File: src/rtl/alu_seq_if.sv
// alu_seq_if -- request/result bundle for the sequential ALU.
//   start, Op, A, B, c_in      : operation request (master -> slave)
//   R, zero, carry, sign,
//   overflow, busy, done       : registered result, flags and status (slave -> master)
interface alu_seq_if #(
    parameter int N = 4
);
    logic         start;
    logic [2:0]   Op;
    logic [N-1:0] A;
    logic [N-1:0] B;
    logic         c_in;
    logic [N-1:0] R;
    logic         zero;
    logic         carry;
    logic         sign;
    logic         overflow;
    logic         busy;
    logic         done;

    modport master (
        output start, Op, A, B, c_in,
        input  R, zero, carry, sign, overflow, busy, done
    );

    modport slave (
        input  start, Op, A, B, c_in,
        output R, zero, carry, sign, overflow, busy, done
    );
endinterface

File: src/rtl/alu_seq.sv
// alu_seq -- N-bit ALU with single-cycle logic/arithmetic ops and multi-cycle
// MUL (shift-add) and SHL (one bit per cycle).
//   clk   : clock, rising edge
//   reset : asynchronous active-high reset
//   bus   : alu_seq_if.slave (request in, registered result/flags/status out)
//
// state | meaning
// IDLE  | waiting for start; single-cycle ops complete here
// EXEC  | iterating a MUL or SHL, busy high
module alu_seq #(
    parameter int N = 4
) (
    input  logic     clk,
    input  logic     reset,
    alu_seq_if.slave bus
);
    localparam int CW = $clog2(N);
    localparam logic [N-1:0] N_W = N'(N);
    localparam logic [N:0]   ONE_W = {{N{1'b0}}, 1'b1};

    typedef enum logic { IDLE, EXEC } state_t;

    state_t         state;
    logic           is_mul;
    logic [CW-1:0]  cnt;
    logic [2*N-1:0] acc;
    logic [2*N-1:0] mcand;
    logic [N-1:0]   mplier;
    logic [N-1:0]   sh;

    logic [N:0]     sum;
    logic [N-1:0]   res;
    logic           res_c;
    logic           res_v;
    logic [CW-1:0]  k;
    logic [2*N-1:0] mul_next;
    logic [N-1:0]   fin_r;
    logic           fin_c;
    logic           fin_v;

    // Single-cycle result straight from the request inputs.
    always_comb begin
        sum   = '0;
        res   = '0;
        res_c = 1'b0;
        res_v = 1'b0;
        case (bus.Op)
            3'b000: begin
                sum   = {1'b0, bus.A} + {1'b0, bus.B} + {{N{1'b0}}, bus.c_in};
                res   = sum[N-1:0];
                res_c = sum[N];
                res_v = (bus.A[N-1] == bus.B[N-1]) && (sum[N-1] != bus.A[N-1]);
            end
            3'b001: begin
                sum   = {1'b0, bus.A} + {1'b0, ~bus.B} + ONE_W;
                res   = sum[N-1:0];
                res_c = sum[N];
                res_v = (bus.A[N-1] != bus.B[N-1]) && (sum[N-1] != bus.A[N-1]);
            end
            3'b010:  res = bus.A & bus.B;
            3'b011:  res = bus.A | bus.B;
            3'b100:  res = bus.A ^ bus.B;
            3'b101:  res = ~bus.A;
            3'b111:  res = bus.A;   // only used when the shift count is zero
            default: res = '0;
        endcase
    end

    assign k = CW'(bus.B % N_W);

    // Final-iteration values for the multi-cycle ops.
    always_comb begin
        mul_next = acc + (mplier[0] ? mcand : '0);
        if (is_mul) begin
            fin_r = mul_next[N-1:0];
            fin_c = |mul_next[2*N-1:N];
            fin_v = |mul_next[2*N-1:N];
        end else begin
            fin_r = {sh[N-2:0], 1'b0};
            fin_c = sh[N-1];
            fin_v = 1'b0;
        end
    end

    always_ff @(posedge clk or posedge reset) begin
        if (reset) begin
            state        <= IDLE;
            is_mul       <= 1'b0;
            cnt          <= '0;
            acc          <= '0;
            mcand        <= '0;
            mplier       <= '0;
            sh           <= '0;
            bus.R        <= '0;
            bus.zero     <= 1'b0;
            bus.carry    <= 1'b0;
            bus.sign     <= 1'b0;
            bus.overflow <= 1'b0;
            bus.busy     <= 1'b0;
            bus.done     <= 1'b0;
        end else begin
            bus.done <= 1'b0;
            case (state)
                IDLE: begin
                    if (bus.start) begin
                        if (bus.Op == 3'b110) begin
                            state    <= EXEC;
                            bus.busy <= 1'b1;
                            is_mul   <= 1'b1;
                            acc      <= '0;
                            mcand    <= {{N{1'b0}}, bus.A};
                            mplier   <= bus.B;
                            cnt      <= CW'(N - 1);
                        end else if (bus.Op == 3'b111 && k != '0) begin
                            state    <= EXEC;
                            bus.busy <= 1'b1;
                            is_mul   <= 1'b0;
                            sh       <= bus.A;
                            cnt      <= k - CW'(1);
                        end else begin
                            bus.R        <= res;
                            bus.zero     <= (res == '0);
                            bus.sign     <= res[N-1];
                            bus.carry    <= res_c;
                            bus.overflow <= res_v;
                            bus.done     <= 1'b1;
                        end
                    end
                end
                EXEC: begin
                    acc    <= mul_next;
                    mcand  <= mcand << 1;
                    mplier <= mplier >> 1;
                    sh     <= sh << 1;
                    if (cnt == '0) begin
                        state        <= IDLE;
                        bus.busy     <= 1'b0;
                        bus.done     <= 1'b1;
                        bus.R        <= fin_r;
                        bus.zero     <= (fin_r == '0);
                        bus.sign     <= fin_r[N-1];
                        bus.carry    <= fin_c;
                        bus.overflow <= fin_v;
                    end else begin
                        cnt <= cnt - CW'(1);
                    end
                end
                default: state <= IDLE;
            endcase
        end
    end
endmodule

File: src/flat_wrapper.sv
// flat-port wrapper written by rule: the top's interface ports become plain ports
module alu_seq_flat 
#(
    parameter int N = 4
)
  (clk, reset, bus_start, bus_Op, bus_A, bus_B, bus_c_in, bus_R, bus_zero, bus_carry, bus_sign, bus_overflow, bus_busy, bus_done);
  alu_seq_if #(.N(N)) bus_i ();
  input  logic clk;
  input  logic reset;
  input wire logic [$bits(bus_i.start)-1:0] bus_start;
  input wire logic [$bits(bus_i.Op)-1:0] bus_Op;
  input wire logic [$bits(bus_i.A)-1:0] bus_A;
  input wire logic [$bits(bus_i.B)-1:0] bus_B;
  input wire logic [$bits(bus_i.c_in)-1:0] bus_c_in;
  output wire logic [$bits(bus_i.R)-1:0] bus_R;
  output wire logic [$bits(bus_i.zero)-1:0] bus_zero;
  output wire logic [$bits(bus_i.carry)-1:0] bus_carry;
  output wire logic [$bits(bus_i.sign)-1:0] bus_sign;
  output wire logic [$bits(bus_i.overflow)-1:0] bus_overflow;
  output wire logic [$bits(bus_i.busy)-1:0] bus_busy;
  output wire logic [$bits(bus_i.done)-1:0] bus_done;
  assign bus_i.start = bus_start;
  assign bus_i.Op = bus_Op;
  assign bus_i.A = bus_A;
  assign bus_i.B = bus_B;
  assign bus_i.c_in = bus_c_in;
  assign bus_R = bus_i.R;
  assign bus_zero = bus_i.zero;
  assign bus_carry = bus_i.carry;
  assign bus_sign = bus_i.sign;
  assign bus_overflow = bus_i.overflow;
  assign bus_busy = bus_i.busy;
  assign bus_done = bus_i.done;
  alu_seq #(.N(N)) u_core (.clk(clk), .reset(reset), .bus(bus_i));
endmodule
File: config.mk
export PLATFORM = sky130hd
export DESIGN_NAME = alu_seq_flat
export DESIGN_NICKNAME = d
export VERILOG_FILES = /design/src/rtl/alu_seq_if.sv /design/src/rtl/alu_seq.sv /design/src/flat_wrapper.sv
export SDC_FILE = /design/constraint.sdc
export NUM_CORES = 1
export LEC_CHECK = 0
export ABC_AREA = 0
export BUFFER_PORTS_ARGS = -buffer_cell sky130_fd_sc_hd__buf_2
export CAP_MARGIN = 25
export CORE_MARGIN = 3
export CORE_UTILIZATION = 54
export DETAILED_ROUTE_END_ITERATION = 10
export GPL_TIMING_DRIVEN = 0
export PLACE_DENSITY = 0.76
export SYNTH_ARGS = -nofsm -noshare
export SYNTH_HDL_FRONTEND = slang
export SYNTH_SLANG_ARGS = --single-unit
File: constraint.sdc
create_clock -name clk -period 2.35 [get_ports clk]
set_clock_uncertainty 0.05 [all_clocks]
set_input_delay 0.235 -clock clk [delete_from_list [all_inputs] [get_ports clk]]
set_output_delay 0.235 -clock clk [all_outputs]
set_load 0.1 [all_outputs]
==> flow_summary.html <==
<table>
<tr><th>Metric</th><th>Value</th></tr>
<tr><th colspan="2">Clock network</th></tr>
<tr><td>Root Buffer</td><td>sky130_fd_sc_hd__clkbuf_8</td></tr>
<tr><td>Number of levels in the clock H-tree</td><td>2</td></tr>
<tr><td>Clk slew on worst S/H paths</td><td>0.09 ns</td></tr>
<tr><td>Clock tree from TritonCTS</td><td>built</td></tr>
<tr><td>Insertion delay of the later-clocked pin in the worst-skew pair</td><td>0.30 ns</td></tr>
<tr><td>Clock buffer depth</td><td>2</td></tr>
<tr><td>Number of buffers added by the clock tree synthesis step</td><td>5</td></tr>
<tr><td>Clock tree sinks</td><td>37</td></tr>
<tr><td># hold bufs at CTS</td><td>0</td></tr>
<tr><th colspan="2">Pwr</th></tr>
<tr><td>Relative contribution of combinational cells to total power</td><td>0.516</td></tr>
<tr><td>Leakage power of the design</td><td>1.513 nW</td></tr>
<tr><td>Net switching power</td><td>between 1.5 and 2 mW</td></tr>
<tr><td>Clock share of power</td><td>0.191</td></tr>
<tr><td>Internal Pwr Total</td><td>~1.9 mW</td></tr>
<tr><td>Relative contribution of sequential cells to total power</td><td>0.292</td></tr>
<tr><td>Maximum VDD drop</td><td>about 0.76 mV</td></tr>
<tr><td>Total power density per cell area</td><td>1106 nW/µm²</td></tr>
<tr><td>Switching share of power</td><td>0.4784</td></tr>
<tr><th colspan="2">Timing</th></tr>
<tr><td>Tightest Pin Transition</td><td>0.7641 ns</td></tr>
<tr><td>Number of hold-slack violations in the final timing report</td><td>0</td></tr>
<tr><td>Final worst-path setup slack</td><td>-0.1837 ns</td></tr>
<tr><td>Count of final setup violators</td><td>2</td></tr>
<tr><td>Post-Route Hold Slack</td><td>around 0.011 ns</td></tr>
<tr><td>Number of pins with negative max-slew slack in the final report</td><td>0</td></tr>
<tr><td>Peak Freq</td><td>0.3947 GHz</td></tr>
<tr><td>Unrepaired setup endpoints after global routing</td><td>true</td></tr>
<tr><td>Post-route fraction of the period consumed by the critical path</td><td>1.078</td></tr>
<tr><td>Post-layout min period</td><td>2.534 ns</td></tr>
<tr><td>Total negative slack</td><td>-0.2669 ns</td></tr>
<tr><td>Worst slew slack as a fraction of its limit</td><td>0.4898</td></tr>
<tr><th colspan="2">Final layout</th></tr>
<tr><td>Share of final-layout standard cells stronger than drive strength 1</td><td>0.2006</td></tr>
<tr><td>Synthesis-to-layout area growth</td><td>20.66%</td></tr>
<tr><td>Fill cell count</td><td>roughly 360</td></tr>
<tr><td>Core Util, Final</td><td>0.7075</td></tr>
<tr><td># diodes</td><td>0</td></tr>
<tr><td>Net total in the final layout</td><td>about 400</td></tr>
<tr><th colspan="2">Worst setup path</th></tr>
<tr><td>Cell depth of the worst flop-to-flop path</td><td>9</td></tr>
<tr><td>Worst-case register-to-register setup slack</td><td>-0.18 ns</td></tr>
<tr><td>Reg-to-reg startpoint</td><td>u_core.mplier[0]$_DFFE_PP0P_</td></tr>
<tr><td>Startpoint Class</td><td>flip-flop</td></tr>
<tr><td>Endpoint of the worst register-to-register path</td><td>u_core.bus.carry$_DFFE_PP0P_</td></tr>
<tr><td>CP Data Arrival Time</td><td>2.68 ns</td></tr>
<tr><td>Worst-path fanout max</td><td>6</td></tr>
<tr><td>Worst Path Class, Setup</td><td>flip-flop to flip-flop</td></tr>
<tr><td>Data required time at the worst endpoint</td><td>2.50 ns</td></tr>
<tr><td>Critical path capture point type</td><td>flip-flop</td></tr>
<tr><th colspan="2">Detailed routing</th></tr>
<tr><td>Via density per instance</td><td>5.925</td></tr>
<tr><td>Number of antenna-violating nets in the routed design</td><td>0</td></tr>
<tr><td>Total via count in the routed design</td><td>2512</td></tr>
<tr><td>Number of DRC violations after detailed routing</td><td>0</td></tr>
<tr><td>Drt first-iter violations</td><td>224</td></tr>
<tr><td>Total wirelength of the detailed-routed design</td><td>6787 µm</td></tr>
<tr><td>First-pass iteration count of the detailed router</td><td>5</td></tr>
<tr><td>Wire length per cell</td><td>16.01 µm</td></tr>
<tr><th colspan="2">Synthesis</th></tr>
<tr><td>Post-synth EDFFs</td><td>0</td></tr>
<tr><td>Warnings from Yosys</td><td>0</td></tr>
<tr><td>Cell Area, Synth</td><td>2676 µm²</td></tr>
<tr><td>Synth top area cells</td><td>sky130_fd_sc_hd__dfrtp_1, sky130_fd_sc_hd__ha_1, sky130_fd_sc_hd__o21ai_0</td></tr>
<tr><td>Most area-hungry cell type in the Yosys netlist</td><td>sky130_fd_sc_hd__dfrtp_1</td></tr>
<tr><td>Async set-or-reset flop fraction in the synthesized netlist</td><td>1.000</td></tr>
<tr><td>Number of cells produced by synthesis</td><td>between 300 and 400</td></tr>
<tr><td>Most repeated cell in the gate-level netlist after synthesis</td><td>sky130_fd_sc_hd__nand2_1</td></tr>
<tr><td>Register bit count reported by yosys</td><td>37</td></tr>
<tr><td>Leading register cell type out of synthesis</td><td>sky130_fd_sc_hd__dfrtp_1</td></tr>
<tr><td>Number of nets produced by synthesis</td><td>359</td></tr>
<tr><td>Number of distinct library cells after synthesis</td><td>47</td></tr>
<tr><td>Mean instance size in the synthesized netlist</td><td>8.390 µm²</td></tr>
<tr><td>Sequential fraction of the synthesis area</td><td>0.3460</td></tr>
<tr><td>Portion of synthesized cell area occupied by the leading cell type</td><td>0.3460</td></tr>
<tr><td>Post-synth top cells</td><td>sky130_fd_sc_hd__nand2_1, sky130_fd_sc_hd__o21ai_0, sky130_fd_sc_hd__dfrtp_1</td></tr>
<tr><th colspan="2">Floorplan</th></tr>
<tr><td>Starting density of the core</td><td>0.5863</td></tr>
<tr><td>Cell row count</td><td>24</td></tr>
<tr><td>Boundary pin count</td><td>25</td></tr>
<tr><td>Core area</td><td>4564 µm²</td></tr>
<tr><td>Floorplan die area</td><td>5837 µm²</td></tr>
<tr><td>Die height</td><td>76.40 µm</td></tr>
<tr><td>Horizontal extent of the die</td><td>76.40 µm</td></tr>
<tr><th colspan="2">Run status</th></tr>
<tr><td>Failing checks</td><td>setup timing</td></tr>
<tr><td>Outcome</td><td>finished with violations</td></tr>
<tr><th colspan="2">Global routing</th></tr>
<tr><td>Antenna violations before repair</td><td>0</td></tr>
<tr><td>Vias in the first global route</td><td>2134</td></tr>
<tr><td>Largest net degree at the start of global routing</td><td>38</td></tr>
<tr><td>Overall track demand over capacity in global routing</td><td>0.2217</td></tr>
<tr><td>First-pass GRT wire length</td><td>10450 µm</td></tr>
<tr><td>Total global routing overflow</td><td>0</td></tr>
<tr><th colspan="2">Job</th></tr>
<tr><td>Reported max-cap violation count</td><td>0</td></tr>
<tr><th colspan="2">Worst hold path</th></tr>
<tr><td>Path type of the worst min-delay path</td><td>input port to asynchronous set/reset pin</td></tr>
<tr><th colspan="2">Placed design</th></tr>
<tr><td>RD Place Congestion</td><td>0.8795</td></tr>
<tr><td>PortBufs</td><td>22</td></tr>
<tr><td>DPL Wire Length</td><td>4811 µm</td></tr>
</table>
[final cells by class]
type                    count  area (µm²)  share of cell area
plain buffers              17       87.58             0.02712
well taps                  65       81.33             0.02518
clock inverters             3       68.82             0.02131
clock buffers               5       68.82             0.02131
flip-flops and latches     37       927.1              0.2871
repair buffers             32       188.9             0.05850
multi-input cells         246        1735              0.5374
inverters                  19       71.32             0.02208
[metrics by stage]
stage / std cells / power [mW] / area, µm² / setup WS, ns
detailed placement: 406 / 2.709 / 2877 / -0.2518
floorplan: 319 / 2.346 / 2685 / -0.04818
CTS: 417 / 3.435 / 3058 / -0.1556
global route: 424 / 3.779 / 3229 / -0.3032
finish: 424 / 3.573 / 3229 / -0.1837
global placement: 406 / 2.669 / 2877 / -0.2207
[per-layer routing]
metal | wire length (µm) | track usage | vias up | share of wire
met5 | 0 | 0 | - | 0
met4 | 183 | 0.07246 | 0 | 0.027
met3 | 406 | 0.03901 | 26 | 0.060
met2 | 2994 | 0.3348 | 114 | 0.44
met1 | 3203 | 0.3207 | 1188 | 0.47
li1 | - | - | 1184 | -
[cells by family after synthesis]
logic type	synth area share
and+or+nand+nor	0.1702
AOI/OAI and AO/OA	0.2286
DFF	0.3460
buffers and inverters	0.05937
adders and majority gates	0.1281
muxes	0.03834
xor gates and xnor gates	0.02945
[worst max-delay path by stage]
stage / slack, ns / cells after the start / startpoint / endpoint
2_1_floorplan: -0.05 / 9 / u_core.mplier[0]$_DFFE_PP0P_ / u_core.bus.carry$_DFFE_PP0P_
3_3_place_gp: -0.22 / 8 / u_core.mplier[0]$_DFFE_PP0P_ / u_core.bus.carry$_DFFE_PP0P_
3_5_place_dp: -0.25 / 8 / u_core.mplier[0]$_DFFE_PP0P_ / u_core.bus.carry$_DFFE_PP0P_
4_1_cts: -0.16 / 9 / u_core.mplier[0]$_DFFE_PP0P_ / u_core.bus.carry$_DFFE_PP0P_
5_1_grt: -0.30 / 8 / u_core.mplier[0]$_DFFE_PP0P_ / u_core.bus.carry$_DFFE_PP0P_
6_report: -0.18 / 9 / u_core.mplier[0]$_DFFE_PP0P_ / u_core.bus.carry$_DFFE_PP0P_
[layout by cell type, fill, tap and decap left out, types with 5 or more instances in the layout]
cell type / synthesis / layout
sky130_fd_sc_hd__a21oi_1: 24 / 22
sky130_fd_sc_hd__nand2b_1: 5 / 5
sky130_fd_sc_hd__dfrtp_1: 37 / 36
sky130_fd_sc_hd__clkbuf_1: 9 / 9
sky130_fd_sc_hd__nand3_1: 9 / 9
sky130_fd_sc_hd__clkbuf_8: 0 / 5
sky130_fd_sc_hd__ha_1: 21 / 16
sky130_fd_sc_hd__nor3_1: 5 / 5
sky130_fd_sc_hd__buf_2: 4 / 26
sky130_fd_sc_hd__o21ai_0: 38 / 35
sky130_fd_sc_hd__buf_4: 1 / 10
sky130_fd_sc_hd__inv_1: 17 / 16
sky130_fd_sc_hd__and2_1: 8 / 5
sky130_fd_sc_hd__mux2i_1: 8 / 8
sky130_fd_sc_hd__ha_4: 0 / 5
sky130_fd_sc_hd__nand2_1: 48 / 48
sky130_fd_sc_hd__nor2_1: 22 / 22
[sequential cells by signal, indices dropped and copies added, names as in the netlist, 2 cells and up]
signal         cells
u_core.cnt         2
u_core.mcand       8
u_core.acc         8
u_core.sh          4
u_core.bus.R       3
u_core.mplier      4
[critical path: stages, from the launching register on]
cell and delay, ns:
sky130_fd_sc_hd__dfrtp_2 0.44, sky130_fd_sc_hd__buf_6 0.13, sky130_fd_sc_hd__and2_1 0.19, sky130_fd_sc_hd__ha_4 0.31, sky130_fd_sc_hd__o21a_1 0.15, sky130_fd_sc_hd__o21a_1 0.16
sky130_fd_sc_hd__o22ai_2 0.10, sky130_fd_sc_hd__xnor2_2 0.17, sky130_fd_sc_hd__or4_1 0.52, sky130_fd_sc_hd__a22o_1 0.20
[power by group through the flow]
stage,registers [mW],logic [mW],clock network (mW)
floorplan,1.47,0.871,0
global placement,1.02,1.64,0
detailed placement,1.04,1.67,0
CTS,1.03,1.72,0.686
global route,1.08,1.98,0.722
finish,1.04,1.84,0.684
[repair_timing]
item | CTS | global route
setup endpoints to repair | 2 | 4
buffers inserted | 3 | 7
pin swaps | 3 | 17
resized for setup | 5 | 19
(Power assumes the default switching activity.)
